**config.mk**
```make
export PLATFORM = sky130hd
export DESIGN_NAME = exe_alu_stage_flat
export DESIGN_NICKNAME = d
export VERILOG_FILES = /design/src/rtl/exe_alu_stage_if.sv /design/src/rtl/exe_alu_stage.sv /design/src/flat_wrapper.sv
export SDC_FILE = /design/constraint.sdc
export NUM_CORES = 1
export LEC_CHECK = 0
export CAP_MARGIN = 25
export CELL_PAD_IN_SITES_DETAIL_PLACEMENT = 0
export CELL_PAD_IN_SITES_GLOBAL_PLACEMENT = 1
export CORE_MARGIN = 2
export CORE_UTILIZATION = 37
export DETAILED_ROUTE_END_ITERATION = 7
export HOLD_SLACK_MARGIN = 0.03
export PLACE_DENSITY_LB_ADDON = 0.1
export SETUP_SLACK_MARGIN = 0.2
export SLEW_MARGIN = 30
export SYNTH_ARGS = -nofsm -noshare
export SYNTH_HDL_FRONTEND = slang
export SYNTH_SLANG_ARGS = --single-unit
```
**constraint.sdc**
```tcl
create_clock -name clk -period 14.6 [get_ports clk]
set_clock_uncertainty 0.15 [all_clocks]
set_input_delay 2.92 -clock clk [delete_from_list [all_inputs] [get_ports clk]]
set_output_delay 2.92 -clock clk [all_outputs]
set_load 0.02 [all_outputs]
```
**src/rtl/exe_alu_stage_if.sv**
```systemverilog
// Bus between the ID/EXE register side and the execute stage.
//   master : upstream view, drives instruction fields and control, reads results
//   slave  : execute stage view, reads instruction fields, drives EXE/MEM results
//   Inputs to stage : freeze, flush, valid_in, exe_cmd, s_in, b_in, wb_en_in,
//                     mem_r_en_in, mem_w_en_in, dest_in, val_rn, val2, val_rm,
//                     pc_in, imm24
//   Outputs of stage: alu_res, st_val, dest_out, wb_en_out, mem_r_en_out,
//                     mem_w_en_out, valid_out, sr, branch_taken, branch_addr
interface exe_alu_stage_if #(
    parameter int unsigned DW = 32
);
    logic          freeze;
    logic          flush;
    logic          valid_in;
    logic [3:0]    exe_cmd;
    logic          s_in;
    logic          b_in;
    logic          wb_en_in;
    logic          mem_r_en_in;
    logic          mem_w_en_in;
    logic [3:0]    dest_in;
    logic [DW-1:0] val_rn;
    logic [DW-1:0] val2;
    logic [DW-1:0] val_rm;
    logic [DW-1:0] pc_in;
    logic [23:0]   imm24;

    logic [DW-1:0] alu_res;
    logic [DW-1:0] st_val;
    logic [3:0]    dest_out;
    logic          wb_en_out;
    logic          mem_r_en_out;
    logic          mem_w_en_out;
    logic          valid_out;
    logic [3:0]    sr;
    logic          branch_taken;
    logic [DW-1:0] branch_addr;

    modport master (
        output freeze, flush, valid_in, exe_cmd, s_in, b_in, wb_en_in,
               mem_r_en_in, mem_w_en_in, dest_in, val_rn, val2, val_rm,
               pc_in, imm24,
        input  alu_res, st_val, dest_out, wb_en_out, mem_r_en_out,
               mem_w_en_out, valid_out, sr, branch_taken, branch_addr
    );

    modport slave (
        input  freeze, flush, valid_in, exe_cmd, s_in, b_in, wb_en_in,
               mem_r_en_in, mem_w_en_in, dest_in, val_rn, val2, val_rm,
               pc_in, imm24,
        output alu_res, st_val, dest_out, wb_en_out, mem_r_en_out,
               mem_w_en_out, valid_out, sr, branch_taken, branch_addr
    );
endinterface

```
**src/rtl/exe_alu_stage.sv**
```systemverilog
// Execute stage: ALU + NZCV status register + branch target, results
// registered into the EXE/MEM pipeline register with freeze/flush support.
//   clk : rising-edge clock
//   rst : synchronous active-low reset
//   bus : exe_alu_stage_if.slave (instruction fields in, EXE/MEM results out;
//         branch_taken/branch_addr are combinational on current inputs)
module exe_alu_stage #(
    parameter int unsigned DW = 32
) (
    input  logic                 clk,
    input  logic                 rst,
    exe_alu_stage_if.slave       bus
);
    localparam logic [3:0] OP_MOV = 4'b0001;
    localparam logic [3:0] OP_MVN = 4'b1001;
    localparam logic [3:0] OP_ADD = 4'b0010;
    localparam logic [3:0] OP_ADC = 4'b0011;
    localparam logic [3:0] OP_SUB = 4'b0100;
    localparam logic [3:0] OP_SBC = 4'b0101;
    localparam logic [3:0] OP_AND = 4'b0110;
    localparam logic [3:0] OP_ORR = 4'b0111;
    localparam logic [3:0] OP_EOR = 4'b1000;

    logic [DW-1:0] r_alu_res;
    logic [DW-1:0] r_st_val;
    logic [3:0]    r_dest;
    logic          r_wb_en;
    logic          r_mem_r_en;
    logic          r_mem_w_en;
    logic          r_valid;
    logic [3:0]    r_sr;

    logic          w_arith;
    logic [DW-1:0] w_opb;
    logic          w_cin;
    logic [DW-1:0] w_logic_res;
    logic [DW:0]   w_sum;
    logic [DW-1:0] w_res;
    logic [3:0]    w_flags;
    logic          w_load;
    logic [DW-1:0] w_imm_ext;

    // Operand/carry selection; subtraction runs as rn + ~val2 + cin
    always_comb begin
        w_arith     = 1'b0;
        w_opb       = bus.val2;
        w_cin       = 1'b0;
        w_logic_res = '0;
        case (bus.exe_cmd)
            OP_ADD: w_arith = 1'b1;
            OP_ADC: begin w_arith = 1'b1; w_cin = r_sr[1]; end
            OP_SUB: begin w_arith = 1'b1; w_opb = ~bus.val2; w_cin = 1'b1; end
            OP_SBC: begin w_arith = 1'b1; w_opb = ~bus.val2; w_cin = r_sr[1]; end
            OP_MOV: w_logic_res = bus.val2;
            OP_MVN: w_logic_res = ~bus.val2;
            OP_AND: w_logic_res = bus.val_rn & bus.val2;
            OP_ORR: w_logic_res = bus.val_rn | bus.val2;
            OP_EOR: w_logic_res = bus.val_rn ^ bus.val2;
            default: w_logic_res = '0;
        endcase
    end

    assign w_sum = {1'b0, bus.val_rn} + {1'b0, w_opb} + (DW+1)'(w_cin);
    assign w_res = w_arith ? w_sum[DW-1:0] : w_logic_res;

    // Logical ops keep C and V; overflow uses the effective second operand
    always_comb begin
        w_flags[3] = w_res[DW-1];
        w_flags[2] = (w_res == '0);
        w_flags[1] = w_arith ? w_sum[DW] : r_sr[1];
        w_flags[0] = w_arith ? ((bus.val_rn[DW-1] == w_opb[DW-1]) &&
                                (w_res[DW-1] != bus.val_rn[DW-1]))
                             : r_sr[0];
    end

    assign w_load    = bus.valid_in & ~bus.flush;
    assign w_imm_ext = {{(DW-26){bus.imm24[23]}}, bus.imm24, 2'b00};

    // EXE/MEM register: reset > freeze > bubble > load
    always_ff @(posedge clk) begin
        if (!rst) begin
            r_alu_res  <= '0;
            r_st_val   <= '0;
            r_dest     <= '0;
            r_wb_en    <= 1'b0;
            r_mem_r_en <= 1'b0;
            r_mem_w_en <= 1'b0;
            r_valid    <= 1'b0;
            r_sr       <= '0;
        end else if (!bus.freeze) begin
            r_alu_res  <= w_res;
            r_st_val   <= bus.val_rm;
            r_dest     <= bus.dest_in;
            r_wb_en    <= w_load & bus.wb_en_in;
            r_mem_r_en <= w_load & bus.mem_r_en_in;
            r_mem_w_en <= w_load & bus.mem_w_en_in;
            r_valid    <= w_load;
            if (w_load && bus.s_in) begin
                r_sr <= w_flags;
            end
        end
    end

    assign bus.alu_res      = r_alu_res;
    assign bus.st_val       = r_st_val;
    assign bus.dest_out     = r_dest;
    assign bus.wb_en_out    = r_wb_en;
    assign bus.mem_r_en_out = r_mem_r_en;
    assign bus.mem_w_en_out = r_mem_w_en;
    assign bus.valid_out    = r_valid;
    assign bus.sr           = r_sr;
    assign bus.branch_taken = bus.valid_in & bus.b_in & ~bus.flush;
    assign bus.branch_addr  = bus.pc_in + w_imm_ext;
endmodule

```
**src/flat_wrapper.sv**
```systemverilog
// flat-port wrapper written by rule: the top's interface ports become plain ports
module exe_alu_stage_flat 
#(
    parameter int unsigned DW = 32
)
  (clk, rst, bus_freeze, bus_flush, bus_valid_in, bus_exe_cmd, bus_s_in, bus_b_in, bus_wb_en_in, bus_mem_r_en_in, bus_mem_w_en_in, bus_dest_in, bus_val_rn, bus_val2, bus_val_rm, bus_pc_in, bus_imm24, bus_alu_res, bus_st_val, bus_dest_out, bus_wb_en_out, bus_mem_r_en_out, bus_mem_w_en_out, bus_valid_out, bus_sr, bus_branch_taken, bus_branch_addr);
  exe_alu_stage_if #(.DW(DW)) bus_i ();
  input  logic clk;
  input  logic rst;
  input wire logic [$bits(bus_i.freeze)-1:0] bus_freeze;
  input wire logic [$bits(bus_i.flush)-1:0] bus_flush;
  input wire logic [$bits(bus_i.valid_in)-1:0] bus_valid_in;
  input wire logic [$bits(bus_i.exe_cmd)-1:0] bus_exe_cmd;
  input wire logic [$bits(bus_i.s_in)-1:0] bus_s_in;
  input wire logic [$bits(bus_i.b_in)-1:0] bus_b_in;
  input wire logic [$bits(bus_i.wb_en_in)-1:0] bus_wb_en_in;
  input wire logic [$bits(bus_i.mem_r_en_in)-1:0] bus_mem_r_en_in;
  input wire logic [$bits(bus_i.mem_w_en_in)-1:0] bus_mem_w_en_in;
  input wire logic [$bits(bus_i.dest_in)-1:0] bus_dest_in;
  input wire logic [$bits(bus_i.val_rn)-1:0] bus_val_rn;
  input wire logic [$bits(bus_i.val2)-1:0] bus_val2;
  input wire logic [$bits(bus_i.val_rm)-1:0] bus_val_rm;
  input wire logic [$bits(bus_i.pc_in)-1:0] bus_pc_in;
  input wire logic [$bits(bus_i.imm24)-1:0] bus_imm24;
  output wire logic [$bits(bus_i.alu_res)-1:0] bus_alu_res;
  output wire logic [$bits(bus_i.st_val)-1:0] bus_st_val;
  output wire logic [$bits(bus_i.dest_out)-1:0] bus_dest_out;
  output wire logic [$bits(bus_i.wb_en_out)-1:0] bus_wb_en_out;
  output wire logic [$bits(bus_i.mem_r_en_out)-1:0] bus_mem_r_en_out;
  output wire logic [$bits(bus_i.mem_w_en_out)-1:0] bus_mem_w_en_out;
  output wire logic [$bits(bus_i.valid_out)-1:0] bus_valid_out;
  output wire logic [$bits(bus_i.sr)-1:0] bus_sr;
  output wire logic [$bits(bus_i.branch_taken)-1:0] bus_branch_taken;
  output wire logic [$bits(bus_i.branch_addr)-1:0] bus_branch_addr;
  assign bus_i.freeze = bus_freeze;
  assign bus_i.flush = bus_flush;
  assign bus_i.valid_in = bus_valid_in;
  assign bus_i.exe_cmd = bus_exe_cmd;
  assign bus_i.s_in = bus_s_in;
  assign bus_i.b_in = bus_b_in;
  assign bus_i.wb_en_in = bus_wb_en_in;
  assign bus_i.mem_r_en_in = bus_mem_r_en_in;
  assign bus_i.mem_w_en_in = bus_mem_w_en_in;
  assign bus_i.dest_in = bus_dest_in;
  assign bus_i.val_rn = bus_val_rn;
  assign bus_i.val2 = bus_val2;
  assign bus_i.val_rm = bus_val_rm;
  assign bus_i.pc_in = bus_pc_in;
  assign bus_i.imm24 = bus_imm24;
  assign bus_alu_res = bus_i.alu_res;
  assign bus_st_val = bus_i.st_val;
  assign bus_dest_out = bus_i.dest_out;
  assign bus_wb_en_out = bus_i.wb_en_out;
  assign bus_mem_r_en_out = bus_i.mem_r_en_out;
  assign bus_mem_w_en_out = bus_i.mem_w_en_out;
  assign bus_valid_out = bus_i.valid_out;
  assign bus_sr = bus_i.sr;
  assign bus_branch_taken = bus_i.branch_taken;
  assign bus_branch_addr = bus_i.branch_addr;
  exe_alu_stage #(.DW(DW)) u_core (.clk(clk), .rst(rst), .bus(bus_i));
endmodule
```
== Word level (Yosys, flattened, before mapping) ==
Index checks and enable logic that the tools add are counted.
Cells by class
  add/subtract/negate cells: 3
  eq/ne operators: 11
  muxes and demuxes: 5
  bitwise gates (word level): 12
  reduce and logical (&&, ||, !) cells: 8
Operators with widths (number)
  $pmux 32 s5: 1
  $mux 32: 2
  $add 32x32->33: 1
  $add 33x1->33: 1
  $add 32x32->32: 1
  $and 32x32->32: 1
  $logic_not 32->1: 1
  $not 32->32: 1
  $or 32x32->32: 1
  $xor 32x32->32: 1
  $eq 4x3->1 const B: 4
  $eq 4x2->1 const B: 2
  $eq 4x4->1 const B: 2
  $and 1x1->1: 6
  $eq 4x1->1 const B: 1
  $reduce_or 2->1: 2
  $reduce_or 4->1: 1
  $reduce_and 3->1: 1
  $logic_and 1x1->1: 2
  $not 1->1: 2
  $pmux 1 s2: 1
  $reduce_and 2->1: 1
  $eq 1x1->1: 1
  $mux 1: 1
  $ne 1x1->1: 1
Storage, ports and cells
  flip-flop bits (word level): 76
  input bits: 170
  output and inout bits: 109
  logic and storage cells: 48

== Logic depth before layout (Yosys ltp) ==
Gate-level depths: netlist (run 1).
  word-level depth: 8
  mapped depth: 20
  gate-level depth less buffers: 15

== Worst setup path before layout (run 1) ==
OpenSTA, ideal clock, no wires.
  kind: input to output
  from: input bus_imm24[0]
  to: output bus_branch_addr[30]
  arrival time: 5.380 ns
  data required time: 11.530 ns
  slack: 6.150 ns
  stages: 13
  buffers on the path: 0
  path through: ha_1 inv_1 fa_1 nor2b_1 o21ai_0 a21boi_0 o21ai_0 a21oi_1 o211ai_1 a31oi_1 a21o_1 a21oi_1 xnor2_1
On the way
  cells in the longest elaborated chain, start to end: 1
Ends and longest elaborated chain
  start: declaration: line flat_wrapper.sv:24  | input wire logic [$bits(bus_i.imm24)-1:0] bus_imm24;
  $add 32x32->32: line exe_alu_stage.sv:113  | assign bus.branch_addr = bus.pc_in + w_imm_ext;
  end: declaration: line flat_wrapper.sv:34  | output wire logic [$bits(bus_i.branch_addr)-1:0] bus_branch_addr;
No other way between the ends.

== Worst setup path after layout (run 1) ==
Ends and elaborated chain as after synthesis.

==> impl_metrics.ini, run 1 <==
[cts]
htree_levels = 3
cts_sinks = 76
ctsResizeCount = 0
cts_made_buffers = 9
cts_setup_buffers = 0
root_buffer = clkbuf_16
holdBufCountCts = 0
cts_tree = yes
cts_max_path_buffers = 2
path_clk_slew_ps = 60
clk_latency_ps = 330

[critical_path]
start_kind = input pin
startpoint = bus_imm24[0]
worstReg2RegEnd = u_core.bus.sr[2]$_SDFFE_PN0P_
reg2reg_from = u_core.bus.sr[1]$_SDFFE_PN0P_
arrival_ps = 6710
critPathMaxFanout = 4
ff2ff_path_depth = 13
endpoint_kind = output pin
r2r_setup_slack_ps = 10490
criticalPathCategory = input pin to output pin
critPathCapture = bus_branch_addr[30]
cp.required_ps = 11530

[synth]
synth-edff-count = 0
yosys.area.top_type = ha_1
synth_most_common_cell = ha_1
synthTopCellsByArea = ha_1 17%, dfxtp_1 17%, mux2i_1 6.3%
avgSynthCellArea_um2 = 7.71
async_reset_ff_share_pct = 0
ys_seq_area_share_pct = 16.8
synth_cells = 1175
post_synth_instance_area_um2 = 9060
ys_ff_latch = 76
ys_warn_count = 0
synthFlopType = dfxtp_1
synthDominantCellAreaShare_pct = 17.1
synth_commonest_cells = 124 x ha_1, 117 x nor2_1, 97 x inv_1, 78 x a21oi_1, 76 x dfxtp_1
ys_types = 77
synth_fp_nets = 1472

[global_route]
grt_pass1_vias = 8799
grt_pass1_wl_mm = 46.8
antenna_found_initial = 0
grt_max_degree = 87
track_usage_pct = 21.9
overflow = 0

[finish]
diodes = 0
drive_above_1_share_pct = 3.77
nets = 1698
nFillCells = 2374
stdcell_area_um2 = 12300
utilization_pct = 50.9
syn2layout_area_growth_pct = 35.9
stdcell_count = 1729

[place]
dpl.cell_count = 1713
dp_slack_ps = 4870
port_buffers = 274
dpl-instance-area_um2 = 12000
gp_congestion = 0.832
dp.final_hpwl_mm = 22.1

[timing]
setup_slack_ps = 4820
worst_slew_pin_slew_ps = 897
fin_crit_sh_pct = 67.0
slew_headroom_pct = 40.1
slew_violations = 0
setup_viol = 0
tns_ps = 0
finalHoldViolations = 0
hold_slack_ps = 313
fmax_mhz = 102
fin_crit_ps = 9780
rsz0062_at_grt = false

[detailed_routing]
num_vias = 9231
postRouteAntennaNets = 0
drt_iter0_markers = 530
drc_errors = 0
wirelength_mm = 28.7
via_per_inst = 5.34
firstDrtPassIters = 5
wl_per_cell_um = 16.6

[floorplan]
initial_core_util_pct = 37.5
die_h_um = 160
core_um2 = 24200
ios = 279
rows = 57
dieWidth_um = 160
dieArea_um2 = 25800

[power_and_ir_drop]
powerDensity_nw_per_um2 = 74.3
vdd_drop_max_mv = 0.0471
power_uw = 915
p_leak_nw = 5.37

[status]
status = completed

[hold_path]
hold_path.class = flop to flop

[flow_run]
cap_violations = 0
==> worst max-delay path, cell delays in order <==
cell	delay, ps
clkdlybuf4s50_1	460
ha_1	180
inv_1	70
fa_1	400
nor2b_1	120
o21ai_0	100
a21boi_0	420
o21ai_0	260
a21oi_1	320
o211ai_1	180
a31oi_1	290
a21o_1	150
a21oi_1	70
xnor2_1	150
clkdlybuf4s50_1	620
==> layout make-up <==
cell class	count	area, um^2	share of cell area, %
Clock inverter	5	52.6	0.427
Sequential cell	76	1520	12.4
Timing Repair Buffer	285	2830	23.0
Inverter	99	372	3.02
Clock buffer	10	239	1.94
Tap cell	324	405	3.29
Multi-Input combinational cell	930	6890	56.0
==> power breakdown <==
group / internal [mW] / total, mW / switching, mW
Combinational: 0.216 / 0.469 / 0.254
Clock: 0.135 / 0.218 / 0.0830
Sequential: 0.221 / 0.228 / 0.00706
==> cell families after synthesis <==
| logic type | Yosys count | synth area share [%] |
|---|---|---|
| compound gates | 338 | 25.8 |
| simple gates | 304 | 16.0 |
| buf+inv | 169 | 7.28 |
| fa+ha+maj | 127 | 17.8 |
| xor+xnor | 103 | 9.96 |
| flops | 76 | 16.8 |
| mux | 58 | 6.42 |
==> how the worst min path moves through the flow <==
stage,from,endpoint,cells after the start
after global placement,u_core.bus.alu_res[15]$_SDFFE_PN0N_,u_core.bus.alu_res[15]$_SDFFE_PN0N_,2
after detailed placement,u_core.bus.alu_res[15]$_SDFFE_PN0N_,u_core.bus.alu_res[15]$_SDFFE_PN0N_,2
final,u_core.bus.alu_res[24]$_SDFFE_PN0N_,u_core.bus.alu_res[24]$_SDFFE_PN0N_,2
after CTS,u_core.bus.alu_res[15]$_SDFFE_PN0N_,u_core.bus.alu_res[15]$_SDFFE_PN0N_,2
after global routing,u_core.bus.alu_res[15]$_SDFFE_PN0N_,u_core.bus.alu_res[15]$_SDFFE_PN0N_,2
after floorplan,u_core.bus.alu_res[24]$_SDFFE_PN0N_,u_core.bus.alu_res[24]$_SDFFE_PN0N_,2
==> layout by cell type (no fill, tap or decap), types with 6 or more instances in the layout <==
| cell | count |
|---|---|
| or3_1 | 6 |
| o21bai_1 | 7 |
| a22o_1 | 6 |
| nand2_1 | 62 |
| a21o_1 | 33 |
| dfxtp_1 | 76 |
| o21ai_0 | 44 |
| nand3_1 | 21 |
| a21oi_1 | 78 |
| ha_1 | 124 |
| a22oi_1 | 26 |
| mux2i_1 | 57 |
| inv_1 | 97 |
| o211ai_1 | 12 |
| and3_1 | 11 |
| clkbuf_16 | 9 |
| nor2b_1 | 7 |
| o21a_1 | 10 |
| nand2b_1 | 8 |
| buf_4 | 10 |
| xnor2_1 | 61 |
| a31oi_1 | 7 |
| a211oi_1 | 34 |
| nor3_1 | 25 |
| nand4_1 | 14 |
| nor2_1 | 116 |
| clkdlybuf4s50_1 | 271 |
| xor2_1 | 42 |
| o22ai_1 | 24 |
| a211o_1 | 6 |
==> flip-flops by register name, summed over array words and instances (netlist names) <==
signal                   count
u_core.bus.alu_res          32
u_core.bus.st_val           32
u_core.bus.dest_out          4
u_core.bus.sr                4
u_core.bus.mem_r_en_out      1
u_core.bus.mem_w_en_out      1
u_core.bus.valid_out         1
u_core.bus.wb_en_out         1
==> per-layer routing <==
metal | global-route usage, % | part of all wire, % | vias to the layer above
li1 | - | - | 4660
met1 | 30.3 | 48 | 4304
met2 | 36.3 | 45 | 247
met3 | 3.98 | 6.0 | 20
met4 | 3.52 | 0.95 | 0
met5 | 0 | 0 | -
(Power assumes the default switching activity.)
==> run 2, diff against run 1 <==
- CORE_UTILIZATION: 37 -> 35
- clock period: 14.6 -> 10.1 ns (I/O delays scaled with it)
==> impl_metrics.ini, run 2 (synthesis results as in run 1) <==
[cts]
ctsResizeCount = 0
clk_latency_ps = 330
cts_made_buffers = 9
cts_tree = yes
cts_sinks = 76
cts_setup_buffers = 0
cts_max_path_buffers = 2
root_buffer = clkbuf_16
path_clk_slew_ps = 60
holdBufCountCts = 0
htree_levels = 3

[floorplan]
die_h_um = 165
core_um2 = 25300
dieArea_um2 = 27200
initial_core_util_pct = 35.8
rows = 58
dieWidth_um = 165
ios = 279

[timing]
worst_slew_pin_slew_ps = 908
fmax_mhz = 125
slew_headroom_pct = 39.4
fin_crit_ps = 8000
finalHoldViolations = 0
hold_slack_ps = 312
tns_ps = 0
setup_viol = 0
slew_violations = 0
fin_crit_sh_pct = 79.2
rsz0062_at_grt = false

[detailed_routing]
drt_iter0_markers = 559
firstDrtPassIters = 5
wl_per_cell_um = 16.9
num_vias = 9173
via_per_inst = 5.29
postRouteAntennaNets = 0
drc_errors = 0
wirelength_mm = 29.3

[global_route]
grt_pass1_wl_mm = 45.6
track_usage_pct = 20.8
grt_pass1_vias = 8548
grt_max_degree = 87
overflow = 0
antenna_found_initial = 0

[power_and_ir_drop]
p_comb_share_pct = 50.9
vdd_drop_max_mv = 0.0857
p_int_uw = 835
swShare_pct = 37.4
p_clk_share_pct = 24.4
p_leak_nw = 5.37
p_sw_uw = 498
power_mw = 1.33
powerDensity_nw_per_um2 = 108
seqPwrFrac_pct = 24.7

[finish]
nets = 1697
final_common_cell = clkdlybuf4s50_1
diodes = 0
nFillCells = 2606
syn2layout_area_growth_pct = 35.9
stdcell_count = 1735
drive_above_1_share_pct = 3.70
layout_common_cells = 271 x clkdlybuf4s50_1, 124 x ha_1, 116 x nor2_1
utilization_pct = 48.6

[flow_run]
cap_violations = 0

[hold_path]
whs_endpoint = u_core.bus.alu_res[24]$_SDFFE_PN0N_
worstHoldPathCells = 2
hold_path.class = flop to flop
hold_start = u_core.bus.alu_res[24]$_SDFFE_PN0N_

[place]
port_buffers = 274
gp_congestion = 0.827
dp.final_hpwl_mm = 22.7
dpl.cell_count = 1719

[critical_path]
critPathSlowestCell = clkdlybuf4s50_1
cp.required_ps = 7930
worstReg2RegEnd = u_core.bus.sr[2]$_SDFFE_PN0P_
arrival_ps = 5830
ff2ff_path_depth = 13
start_kind = input pin
reg2reg_from = u_core.bus.sr[1]$_SDFFE_PN0P_
cp_top_family = compound AO/OA/AOI/OAI gates
worst-path-buf-inv = 3
path_cells = clkdlybuf4s50_1, ha_1, inv_1, fa_1, nor2b_1, o21ai_0, a21boi_0, o21ai_0, a21oi_1, o211ai_1, a31oi_1, a21o_1, a21oi_1, xnor2_1, clkdlybuf4s50_1
criticalPathCategory = input pin to output pin
max_stage_delay_ps = 630
endpoint_kind = output pin
r2r_setup_slack_ps = 5840
critPathMaxFanout = 4

[status]
status = completed
run 2: per-layer routing:
metal  track usage [%]  vias up  part of all wire, %
met4              2.02        0                 0.44
li1                  -     4663                    -
met3              4.07       10                  7.1
met2              34.3      263                   45
met1              29.0     4237                   48
met5                 0        -                    0
run 2: area by class of cell:
type	instances	area (um^2)	area share, %
clock inverter	4	47.5	0.386
timing repair buffer	284	2810	22.8
inverter	99	372	3.02
multi-input combinational	930	6900	56.0
tap	330	413	3.35
sequential	76	1520	12.4
clock buffer	12	256	2.08
run 2: how the worst max path moves through the flow:
stage | from | to | slack [ps] | cells after the start
2_1_floorplan | bus_exe_cmd[3] | u_core.bus.sr[2]$_SDFFE_PN0P_ | 3220 | 20
3_3_place_gp | bus_imm24[0] | bus_branch_addr[30] | 2180 | 15
3_5_place_dp | bus_imm24[0] | bus_branch_addr[30] | 2140 | 15
4_1_cts | bus_imm24[0] | bus_branch_addr[30] | 2100 | 15
5_1_grt | bus_imm24[0] | bus_branch_addr[30] | 1760 | 15
6_report | bus_imm24[0] | bus_branch_addr[30] | 2100 | 15
run 2: metrics by stage:
stage	cell area, um^2	worst slack, ps
5_1_grt	12300	1760
3_3_place_gp	12000	2180
2_1_floorplan	9060	3220
6_report	12300	2100
3_5_place_dp	12000	2140
4_1_cts	12300	2100
run 2: power groups by stage:
stage	Combinational [mW]	Clock, mW	Sequential [mW]
final	0.679	0.325	0.329
after global routing	0.745	0.346	0.332
after CTS	0.681	0.333	0.329
after detailed placement	0.677	0	0.336
after global placement	0.674	0	0.335
after floorplan	0.394	0	0.359
run 2: worst register-to-register path, stage by stage, from the launching register on:
cell      delay (ps)
dfxtp_1          360
a31oi_1          110
fa_1             460
fa_1             430
nor2b_1          180
o31a_1           290
o221ai_4         220
a31oi_2          380
xnor2_1          170
o221ai_1         250
or4_4            480
nor4_2           340
nand4_1          170
o31ai_2          190
